$ cat config.mk
export PLATFORM = sky130hd
export DESIGN_NAME = load_store_unit
export DESIGN_NICKNAME = d
export VERILOG_FILES = /design/src/rtl/load_store_unit.sv
export SDC_FILE = /design/constraint.sdc
export NUM_CORES = 1
export LEC_CHECK = 0
export CAP_MARGIN = 40
export CORE_ASPECT_RATIO = 0.8
export CORE_UTILIZATION = 51
export CTS_BUF_LIST = sky130_fd_sc_hd__clkbuf_16
export CTS_CLUSTER_SIZE = 14
export DETAILED_ROUTE_END_ITERATION = 6
export PLACE_DENSITY_LB_ADDON = 0.15
export SYNTH_ARGS = -nofsm -noshare
export SYNTH_HDL_FRONTEND = slang
export SYNTH_SLANG_ARGS = --single-unit
$ cat constraint.sdc
create_clock -name clk -period 5.6 [get_ports clk]
set_clock_uncertainty 0.05 [all_clocks]
set_input_delay 1.12 -clock clk [delete_from_list [all_inputs] [get_ports clk]]
set_output_delay 1.12 -clock clk [all_outputs]
set_load 0.01 [all_outputs]
$ cat src/rtl/load_store_unit.sv
// Load/store unit between the core memory stage and a word-wide ram.
// Turns RV32I byte/half/word accesses into single-word ram accesses, does
// read-modify-write for SB/SH and sign/zero-extends sub-word loads.
// Optional feature macro: LSU_MISALIGN_TRAP_EN (defined: misaligned accesses
// return an error; undefined: offending low address bits are forced to zero).
module load_store_unit #(
    parameter int unsigned ADDR_W = 12
) (
    input  logic              clk,
    input  logic              rst_n,
    input  logic              req_valid,
    output logic              req_ready,
    input  logic              req_we,
    input  logic [2:0]        req_funct3,
    input  logic [31:0]       req_addr,
    input  logic [31:0]       req_wdata,
    output logic              resp_valid,
    output logic [31:0]       resp_rdata,
    output logic              resp_err,
    output logic [ADDR_W-1:0] address,
    output logic [31:0]       data_in,
    output logic              store,
    output logic              load,
    input  logic [31:0]       data_out
);

    typedef enum logic [2:0] {StIdle, StRd, StRdw, StWr, StResp} state_e;

    state_e            state_q, state_d;
    logic              we_q;
    logic [2:0]        funct3_q;
    logic [ADDR_W+1:0] addr_q;
    logic [15:0]       wdata_q;
    logic [31:0]       word_q;
    logic [31:0]       rdata_q;
    logic              err_q;

    logic              accept;
    logic              is_half;
    logic              is_word;
    logic              reserved;
    logic              misalign;
    logic              req_err;
    logic [ADDR_W+1:0] acc_addr;
    logic [1:0]        lane;
    logic [7:0]        rd_byte;
    logic [15:0]       rd_half;
    logic [31:0]       load_res;
    logic [31:0]       merged;
    logic              unused_addr;

    // Bits above the ram range only alias, they are never decoded.
    assign unused_addr = ^req_addr[31:ADDR_W+2];

    // Request decode: width class, reserved encodings, alignment.
    always_comb begin
        accept   = req_valid && (state_q == StIdle);
        is_half  = (req_funct3[1:0] == 2'b01);
        is_word  = (req_funct3[1:0] == 2'b10);
        reserved = (req_funct3 == 3'b011) || (req_funct3 == 3'b110) ||
                   (req_funct3 == 3'b111);
        misalign = (is_half && req_addr[0]) || (is_word && (req_addr[1:0] != 2'b00));
        acc_addr = req_addr[ADDR_W+1:0];
`ifdef LSU_MISALIGN_TRAP_EN
        req_err  = reserved || misalign;
`else
        req_err  = reserved;
        if (is_half) acc_addr[0] = 1'b0;
        if (is_word) acc_addr[1:0] = 2'b00;
`endif
    end

    // Lane extraction for loads and lane merge for sub-word stores.
    always_comb begin
        lane    = addr_q[1:0];
        rd_byte = data_out[{lane, 3'b000} +: 8];
        rd_half = addr_q[1] ? data_out[31:16] : data_out[15:0];
        case (funct3_q)
            3'b000:  load_res = {{24{rd_byte[7]}}, rd_byte};
            3'b001:  load_res = {{16{rd_half[15]}}, rd_half};
            3'b010:  load_res = data_out;
            3'b100:  load_res = {24'h0, rd_byte};
            3'b101:  load_res = {16'h0, rd_half};
            default: load_res = 32'h0;
        endcase
        merged = data_out;
        if (funct3_q[1:0] == 2'b00) begin
            merged[{lane, 3'b000} +: 8] = wdata_q[7:0];
        end else begin
            merged[{addr_q[1], 4'b0000} +: 16] = wdata_q;
        end
    end

    // State register.
    always_ff @(posedge clk or negedge rst_n) begin
        if (!rst_n) begin
            state_q <= StIdle;
        end else begin
            state_q <= state_d;
        end
    end

    // Next-state logic.
    always_comb begin
        state_d = state_q;
        case (state_q)
            StIdle: begin
                if (req_valid) begin
                    if (req_err) begin
                        state_d = StResp;
                    end else if (req_we && is_word) begin
                        state_d = StWr;
                    end else begin
                        state_d = StRd;
                    end
                end
            end
            StRd:    state_d = StRdw;
            StRdw:   state_d = we_q ? StWr : StResp;
            StWr:    state_d = StResp;
            StResp:  state_d = StIdle;
            default: state_d = StIdle;
        endcase
    end

    // Request capture and ram read-data handling.
    always_ff @(posedge clk or negedge rst_n) begin
        if (!rst_n) begin
            we_q     <= 1'b0;
            funct3_q <= 3'b000;
            addr_q   <= '0;
            wdata_q  <= 16'h0;
            word_q   <= 32'h0;
            rdata_q  <= 32'h0;
            err_q    <= 1'b0;
        end else if (accept) begin
            we_q     <= req_we;
            funct3_q <= req_funct3;
            addr_q   <= acc_addr;
            wdata_q  <= req_wdata[15:0];
            word_q   <= req_wdata;
            rdata_q  <= 32'h0;
            err_q    <= req_err;
        end else if (state_q == StRdw) begin
            if (we_q) begin
                word_q <= merged;
            end else begin
                rdata_q <= load_res;
            end
        end
    end

    // Outputs decoded from state; response fields are zero outside RESP.
    always_comb begin
        req_ready  = (state_q == StIdle);
        load       = (state_q == StRd);
        store      = (state_q == StWr);
        resp_valid = (state_q == StResp);
        address    = addr_q[ADDR_W+1:2];
        data_in    = store ? word_q : 32'h0;
        resp_rdata = resp_valid ? rdata_q : 32'h0;
        resp_err   = resp_valid ? err_q : 1'b0;
    end

endmodule

### After elaboration in Yosys (flattened, before gate mapping)

Cells that the tools add are included.
Widths: inputs -> output; s select.

* output and inout port bits: 81
* flip-flop bits (word level): 102
* logic and storage cells: 62

* add/sub/neg operators: 2
* equality and inequality tests: 15
* shift-type cells: 5
* muxes and demuxes: 21
* reductions and logical operators: 11

Operator list (count)
* $mux 32: 9
* $pmux 32 s5: 1
* $bwmux 32: 2
* $shift 16x7->32 const A: 1
* $shift 8x7->32 const A: 1
* $shiftx 16x7->32: 1
* $shiftx 32x6->8: 1
* $shiftx 8x7->32: 1
* $mux 16: 1
* $eq 3x3->1 const B: 5
* $neg 5->7: 2
* $eq 3x2->1 const B: 4
* $pmux 3 s4: 1
* $mux 3: 3
* $eq 3x1->1 const B: 2
* $logic_not 3->1: 2
* $mux 2: 2
* $reduce_and 2->1: 2
* $reduce_bool 2->1: 2
* $eq 2x1->1 const B: 1
* $eq 2x2->1 const B: 1
* $logic_and 1x1->1: 2
* $logic_not 2->1: 1
* $logic_or 1x1->1: 2
* 3 further kinds: 4

### Logic depth before layout (Yosys ltp)

Gate-level depths: netlist (run 1).

* depth after elaboration: 7
* gate-level depth with buffers: 8

### Worst setup path before layout (run 1)

No wires, ideal clock.

* kind: input port to flip-flop
* from: input port data_out[23]
* to: register rdata_q[21]
* cell stages on the path: 6
* data required time: 5.424 ns
* slack: 2.988 ns
* arrival: 2.436 ns
* cells stage by stage: or2_1 > mux4_2 > and3_1 > buf_2 > buf_2 > a221o_1

* cells in the longest elaborated chain, start to end: 5

RTL lines
* from (decl): RTL line 24 `input logic [31:0] data_out`
* $shiftx 32x6->8: RTL line 76 `rd_byte = data_out[{lane, 3'b000} +: 8];`
* $pmux 32 s5: RTL line 78 `case (funct3_q)`
* $mux 32: RTL line 145 `if (we_q) begin`
* $mux 32: RTL line 144 `end else if (state_q == StRdw) begin`
* $mux 32: RTL line 136 `end else if (accept) begin`
* to (signal assigned): RTL line 148 `rdata_q <= load_res;`
* to (decl): RTL line 35 `logic [31:0] rdata_q;`

Every way passes these cells. The select of a mux whose other input is x is not followed.
A chain may end at the register's enable or synchronous reset.

### Worst setup path in the final report (run 1)

* from: register state_q[2]
* to: output port data_in[10]

* cells in the longest elaborated chain, start to end: 2

RTL lines
* from (decl): RTL line 29 `state_e state_q, state_d;`
* from (signal assigned): RTL line 97 `state_q <= StIdle;`
* from (signal assigned): RTL line 99 `state_q <= state_d;`
* $eq 3x2->1: RTL line 157 `store = (state_q == StWr);`
* $mux 32: RTL line 160 `data_in = store ? word_q : 32'h0;`
* to (decl): RTL line 21 `output logic [31:0] data_in,`

Every way passes these cells.

==> metrics.md, run 1 <==
| Metric | Value |
|---|---|
| Std cell rows | 34 |
| Cell Area, Synth | 5930 sq um |
| GRT Total Usage | 30.1% |
| Startpoint Class | register |
| Share of cells above drive strength 1 | 5.88% |
| RSZ-0062 raised after global routing | false |
| Critical Path End Type | primary output |
| Pwr/cell area | 491 nW/um^2 |
| Initial DRC count | 628 |
| Vias in the first global route | 5232 |
| Largest area contributor in the synthesized netlist | dfrtp_1 |
| Multi-input logic area | 3020 sq um |
| Synthesis-to-layout area growth | 31.5% |
| I/O pin total | 184 |
| Post-CTS Setup Bufs | 0 |
| Fill cells | 860 |
| Router iterations before antenna repair | 6 |
| Dpl hpwl | 12800 um |
| Resized cells post-CTS | 0 |
| Max FO, Critical Path | 33 |
| WL/cell | 19.9 um |
| Crit path cell chain | and3b_1 -> and2_1 -> clkdlybuf4s50_1 |
| Critical Path Start | state_q[2] |
| Yosys warns | 0 |
| Hold path start | rdata_q[11] |
| Final min period | 3700 ps |
| Max Freq | 270 MHz |
| Maximum vdd drop | 0.290 mV |
| Max H-tree Level | 3 |
| CTS Buf Count | 9 |
| Post-synth EDFFs | 0 |
| Largest cells by area after synthesis | dfrtp_1 43%, nand2_1 6.8%, a221o_1 5.4% |
| Area share of the largest cell type after synthesis | 43.1% |
| Fin crit share | 66.1% |
| Horiz. Die Dim | 123 um |
| Storage cell area | 2550 sq um |
| CTS tree | yes |
| Clk sink count | 102 |
| Crit path max-delay cell type | and3b_1 |
| Grt total ovfl | 0 |
| Cell variety after synth | 47 |
| Nets@finish | 852 |
| Hold buffer count at CTS | 0 |
| Final Hold Violating Endpoints | 0 |
| Setup Slack @ Placement | 2270 ps |
| Max cap viols | 0 |
| # setup viols final | 0 |
| Hold Crit Class | reg2reg |
| Root buffer cell | clkbuf_16 |
| Worst skew pair latency | 340 ps |
| Die Y | 98.4 um |
| Setup TNS Final | 0 ps |
| Ys async rst share | 100% |
| Max Slew Vio Count | 0 |
| Sequential area share after synthesis | 43.1% |
| Syn_nets | 736 |
| Crit Path Class | reg2out |
| Antenna violations before repair | 0 |
| Largest net degree at the start of global routing | 57 |
| Slew @ Worst Pin | 933 ps |
| Ys flop type | dfrtp_1 |
| Leak | 3.44 nW |
| Core ar. | 11100 sq um |
| Run status | finished clean |
| First-pass GRT wire length | 27900 um |
| Final worst slack | 1900 ps |
| Syn Inst Count | 628 |
| Yosys reg bits | 102 |
| GPL Wtd Cong | 0.901 |
| Fin cells | 892 |
| Residual DRC | 0 |
| DR vias | 5497 |
| # diodes | 0 |
| PortBufs | 165 |
| Placed insts | 876 |
| Die ar. | 12100 sq um |
| Vias/cell | 6.16 |
| Crit Reg-Reg Startpoint | addr_q[1] |
| R2r setup slk | 2920 ps |
| Syn_area_per_cell | 9.44 sq um |
| Crit path largest cell delay | 880 ps |
| Final ANT Viol Nets | 0 |
| Arrival time at the worst endpoint | 2530 ps |
| Clk pin slew, worst setup/hold paths | 70 ps |
| Max Root-Sink Buffers | 2 |
| Rel. slew slack | 37.8% |
| Total routed wirelength | 17800 um |
| Initial Util | 53.4% |
| Crit path required time | 4430 ps |
-- worst paths after layout --
path	end	cells after the start
max	data_in[10]	3
min	rdata_q[11]	1
min reg2reg	rdata_q[11]	1
min in group asynchronous	rdata_q[19]	1
max reg2reg	word_q[15]	6
max in group asynchronous	addr_q[1]	2
-- critical path: cells and delay by family (launching register included) --
family | cells | cell delay (ps)
buffers and inverters | 1 | 540
flip-flops | 1 | 510
AND/OR/NAND/NOR | 2 | 1120
-- power breakdown --
| part | total, mW | switching [mW] | internal (mW) | leakage [nW] |
|---|---|---|---|---|
| Clock | 0.613 | 0.270 | 0.343 | 0.135 |
| Combinational | 1.81 | 0.985 | 0.824 | 2.01 |
| Sequential | 1.41 | 0.323 | 1.08 | 1.29 |
-- registers in the layout, indices dropped and copies added (netlist names) --
| register | flops |
|---|---|
| rdata_q | 32 |
| word_q | 32 |
| wdata_q | 16 |
| addr_q | 14 |
| funct3_q | 3 |
| state_q | 3 |
| err_q | 1 |
| we_q | 1 |
-- per-stage QoR --
stage / util [%] / hold slack [ps] / power (mW) / instance area (sq um)
floorplan: - / 392 / 2.63 / 5930
global placement: 67.0 / 406 / 3.07 / 7440
detailed placement: 67.6 / 410 / 3.18 / 7500
CTS: 70.1 / 426 / 3.81 / 7790
global route: 70.2 / 438 / 4.07 / 7790
finish: 70.2 / 419 / 3.83 / 7790
-- final cells by class --
class	count	area share [%]
flip-flops and latches	102	32.8
clock inverters	6	0.803
well taps	144	2.31
multi-input cells	454	38.7
clock buffers	9	2.89
repair buffers	174	22.3
inverters	3	0.144
-- placed cells by master, fill, tap and decap left out, drive strengths merged, types with 18 or more instances in the layout --
master / count
a221o: 32
clkdlybuf4s50: 164
mux2i: 18
a211oi: 26
nor2b: 29
nand2: 108
and2: 38
a22oi: 18
dfrtp: 102
and3: 35
-- layer usage --
metal | vias up | global-route usage, % | routed length [um]
met3 | 34 | 4.69 | 1540
met1 | 2635 | 44.5 | 7840
met5 | - | 0 | 0
met4 | 0 | 10.4 | 378
met2 | 281 | 44.8 | 8030
li1 | 2547 | - | -
-- cell usage after synthesis (all sizes together), types with 16 or more instances --
library cell,count
a211oi,26
a221o,32
a221oi,17
a22oi,18
a311oi,16
and2,38
and3,35
buf,25
clkbuf,44
dfrtp,102
mux2i,18
nand2,108
nor2b,29
-- cells by family (layout without fill, tap and decap cells) --
logic type      Yosys count  count (layout)  synth area share (%)
simple gates            251             251                  21.8
compound gates          169             169                  22.7
flops                   102             102                  43.1
buf+inv                  72             192                  6.08
mux                      29              29                  5.32
fa+ha+maj                 5               5                  1.06
No activity file was read; power rests on OpenSTA's default activity.
==> run 2, diff against run 1 <==
CORE_UTILIZATION = 43   (was 51)
clock period = 3.2 ns   (was 5.6 ns; I/O delays follow)
==> metrics.md, run 2 (synthesized netlist as in run 1, its figures left out) <==
| Metric | Value |
|---|---|
| Run status | finished clean |
| Max cap viols | 0 |
| CTS Buf Count | 9 |
| Commonest non-fill, non-tap cell in the layout | clkdlybuf4s50_1 |
| Worst Setup EP | resp_rdata[16] |
| Resized cells post-CTS | 0 |
| Setup TNS Final | 0 ps |
| Crit path largest cell delay | 550 ps |
| Crit Path Class | reg2out |
| CTS tree | yes |
| Reg-to-reg endpoint | word_q[29] |
| Hold buffer count at CTS | 0 |
| Fin crit share | 88.4% |
| Crit path cell chain | nor2_1 -> buf_4 -> and3_1 -> clkdlybuf4s50_1 |
| I/O pin total | 184 |
| Worst r2r path cells | 6 |
| WL/cell | 19.6 um |
| Max Root-Sink Buffers | 2 |
| Dpl hpwl | 13200 um |
| Crit path required time | 2510 ps |
| GRT Total Usage | 26.4% |
| Clk pin slew, worst setup/hold paths | 70 ps |
| Synthesis-to-layout area growth | 33.4% |
| Maximum vdd drop | 0.498 mV |
| Final worst slack | 372 ps |
| PortBufs | 165 |
| Max Freq | 354 MHz |
| Initial Util | 45.1% |
| Placed insts | 915 |
| Max FO, Critical Path | 34 |
| # setup viols final | 0 |
| Nets@finish | 859 |
| Vias in the first global route | 5436 |
| Critical Path Start | state_q[1] |
| Residual DRC | 0 |
| Hold Crit Class | in2async |
| Final min period | 2830 ps |
| Crit Reg-Reg Startpoint | addr_q[1] |
| Share of cells above drive strength 1 | 6.88% |
| Std cell rows | 37 |
| Final ANT Viol Nets | 0 |
| First-pass GRT wire length | 29200 um |
| Die Y | 107 um |
| GPL Wtd Cong | 0.836 |
| Rel. slew slack | 43.0% |
| Slew @ Worst Pin | 855 ps |
| WP depth | 4 |
| Startpoint Class | register |
| Die ar. | 14300 sq um |
| Pwr/cell area | 862 nW/um^2 |
| Most frequent cells in the layout | 164 x clkdlybuf4s50_1, 108 x nand2_1, 101 x dfrtp_1, 36 x and2_1, 35 x and3_1 |
| Final Hold Violating Endpoints | 0 |
| Grt total ovfl | 0 |
| Total routed wirelength | 18300 um |
| Fin area | 7910 sq um |
| Fin cells | 931 |
| Arrival time at the worst endpoint | 2140 ps |
| Horiz. Die Dim | 133 um |
| Biggest regs | rdata_q: 32 flops, word_q: 32 flops, wdata_q: 16 flops |
| Max Slew Vio Count | 0 |
| Root buffer cell | clkbuf_16 |
| Vias/cell | 5.96 |
| RSZ-0062 raised after global routing | false |
| Initial DRC count | 527 |
| Max H-tree Level | 3 |
| Clk sink count | 102 |
| Post-CTS Setup Bufs | 0 |
| Critical Path End Type | primary output |
| Final core occ | 60.1% |
| Largest net degree at the start of global routing | 69 |
| Crit path max-delay cell type | clkdlybuf4s50_1 |
| Storage cell area | 2550 sq um |
| DR vias | 5550 |
| R2r setup slk | 550 ps |
| Crit-path leading delay family | buffers and inverters |
| Core ar. | 13100 sq um |
| Setup Slack @ Placement | 443 ps |
| Leak | 3.49 nW |
| Fill cells | 1115 |
| Multi-input logic area | 3020 sq um |
| Worst skew pair latency | 350 ps |
| Router iterations before antenna repair | 7 |
| Antenna violations before repair | 0 |
| Post-placement cell area | 7590 sq um |
| # diodes | 0 |
| CP Buf/Inv Count | 2 |
==> run 2: cell types whose count changed in the layout (fill, tap and decap cells not counted) <==
| cell | previous run | this run |
|---|---|---|
| clkinv_1 | 1 | 0 |
| inv_1 | 3 | 4 |
| clkinvlp_4 | 2 | 1 |
| clkinv_4 | 0 | 1 |
| bufinv_16 | 1 | 2 |
| buf_4 | 6 | 15 |
| buf_8 | 2 | 1 |
| inv_6 | 1 | 0 |
| buf_2 | 1 | 0 |
| clkinv_2 | 1 | 2 |
==> run 2: worst register-to-register path: cells and delay by family (launching register included) <==
| family | cells | cell delay (ps) |
|---|---|---|
| compound gates | 3 | 830 |
| simple gates | 1 | 590 |
| fa+ha+maj | 1 | 430 |
| flops | 1 | 360 |
| buf+inv | 1 | 320 |
==> run 2: how the worst min path moves through the flow <==
stage / from / endpoint / cells after the start
6_report: rst_n / rdata_q[19] / 1
4_1_cts: rst_n / rdata_q[19] / 1
3_3_place_gp: addr_q[3] / addr_q[3] / 2
5_1_grt: rst_n / rdata_q[19] / 1
2_1_floorplan: rst_n / addr_q[0] / 0
3_5_place_dp: addr_q[9] / addr_q[9] / 2
==> run 2: area by class of cell <==
type | count | area share (%)
Sequential cell | 102 | 32.3
Clock buffer | 9 | 2.85
Tap cell | 175 | 2.77
Inverter | 3 | 0.142
Multi-Input combinational cell | 454 | 38.2
Clock inverter | 7 | 1.14
Timing Repair Buffer | 181 | 22.6
==> run 2: metrics by stage <==
step | power (mW) | hold WS, ps
5_1_grt | 7.29 | 422
3_3_place_gp | 5.47 | 411
2_1_floorplan | 4.61 | 294
3_5_place_dp | 5.61 | 414
4_1_cts | 6.80 | 391
6_report | 6.82 | 348
==> run 2: routing by layer <==
metal | up-vias | wire [um] | global-route usage, %
met3 | 38 | 1430 | 4.49
met2 | 267 | 8140 | 40.7
met4 | 0 | 445 | 9.98
met1 | 2688 | 8250 | 37.0
li1 | 2557 | - | -
met5 | - | 0 | 0
==> run 2: power breakdown <==
part           total (mW)  internal (mW)  switching [mW]
combinational        3.22           1.47            1.75
clock                1.17          0.682           0.488
sequential           2.43           1.90           0.526
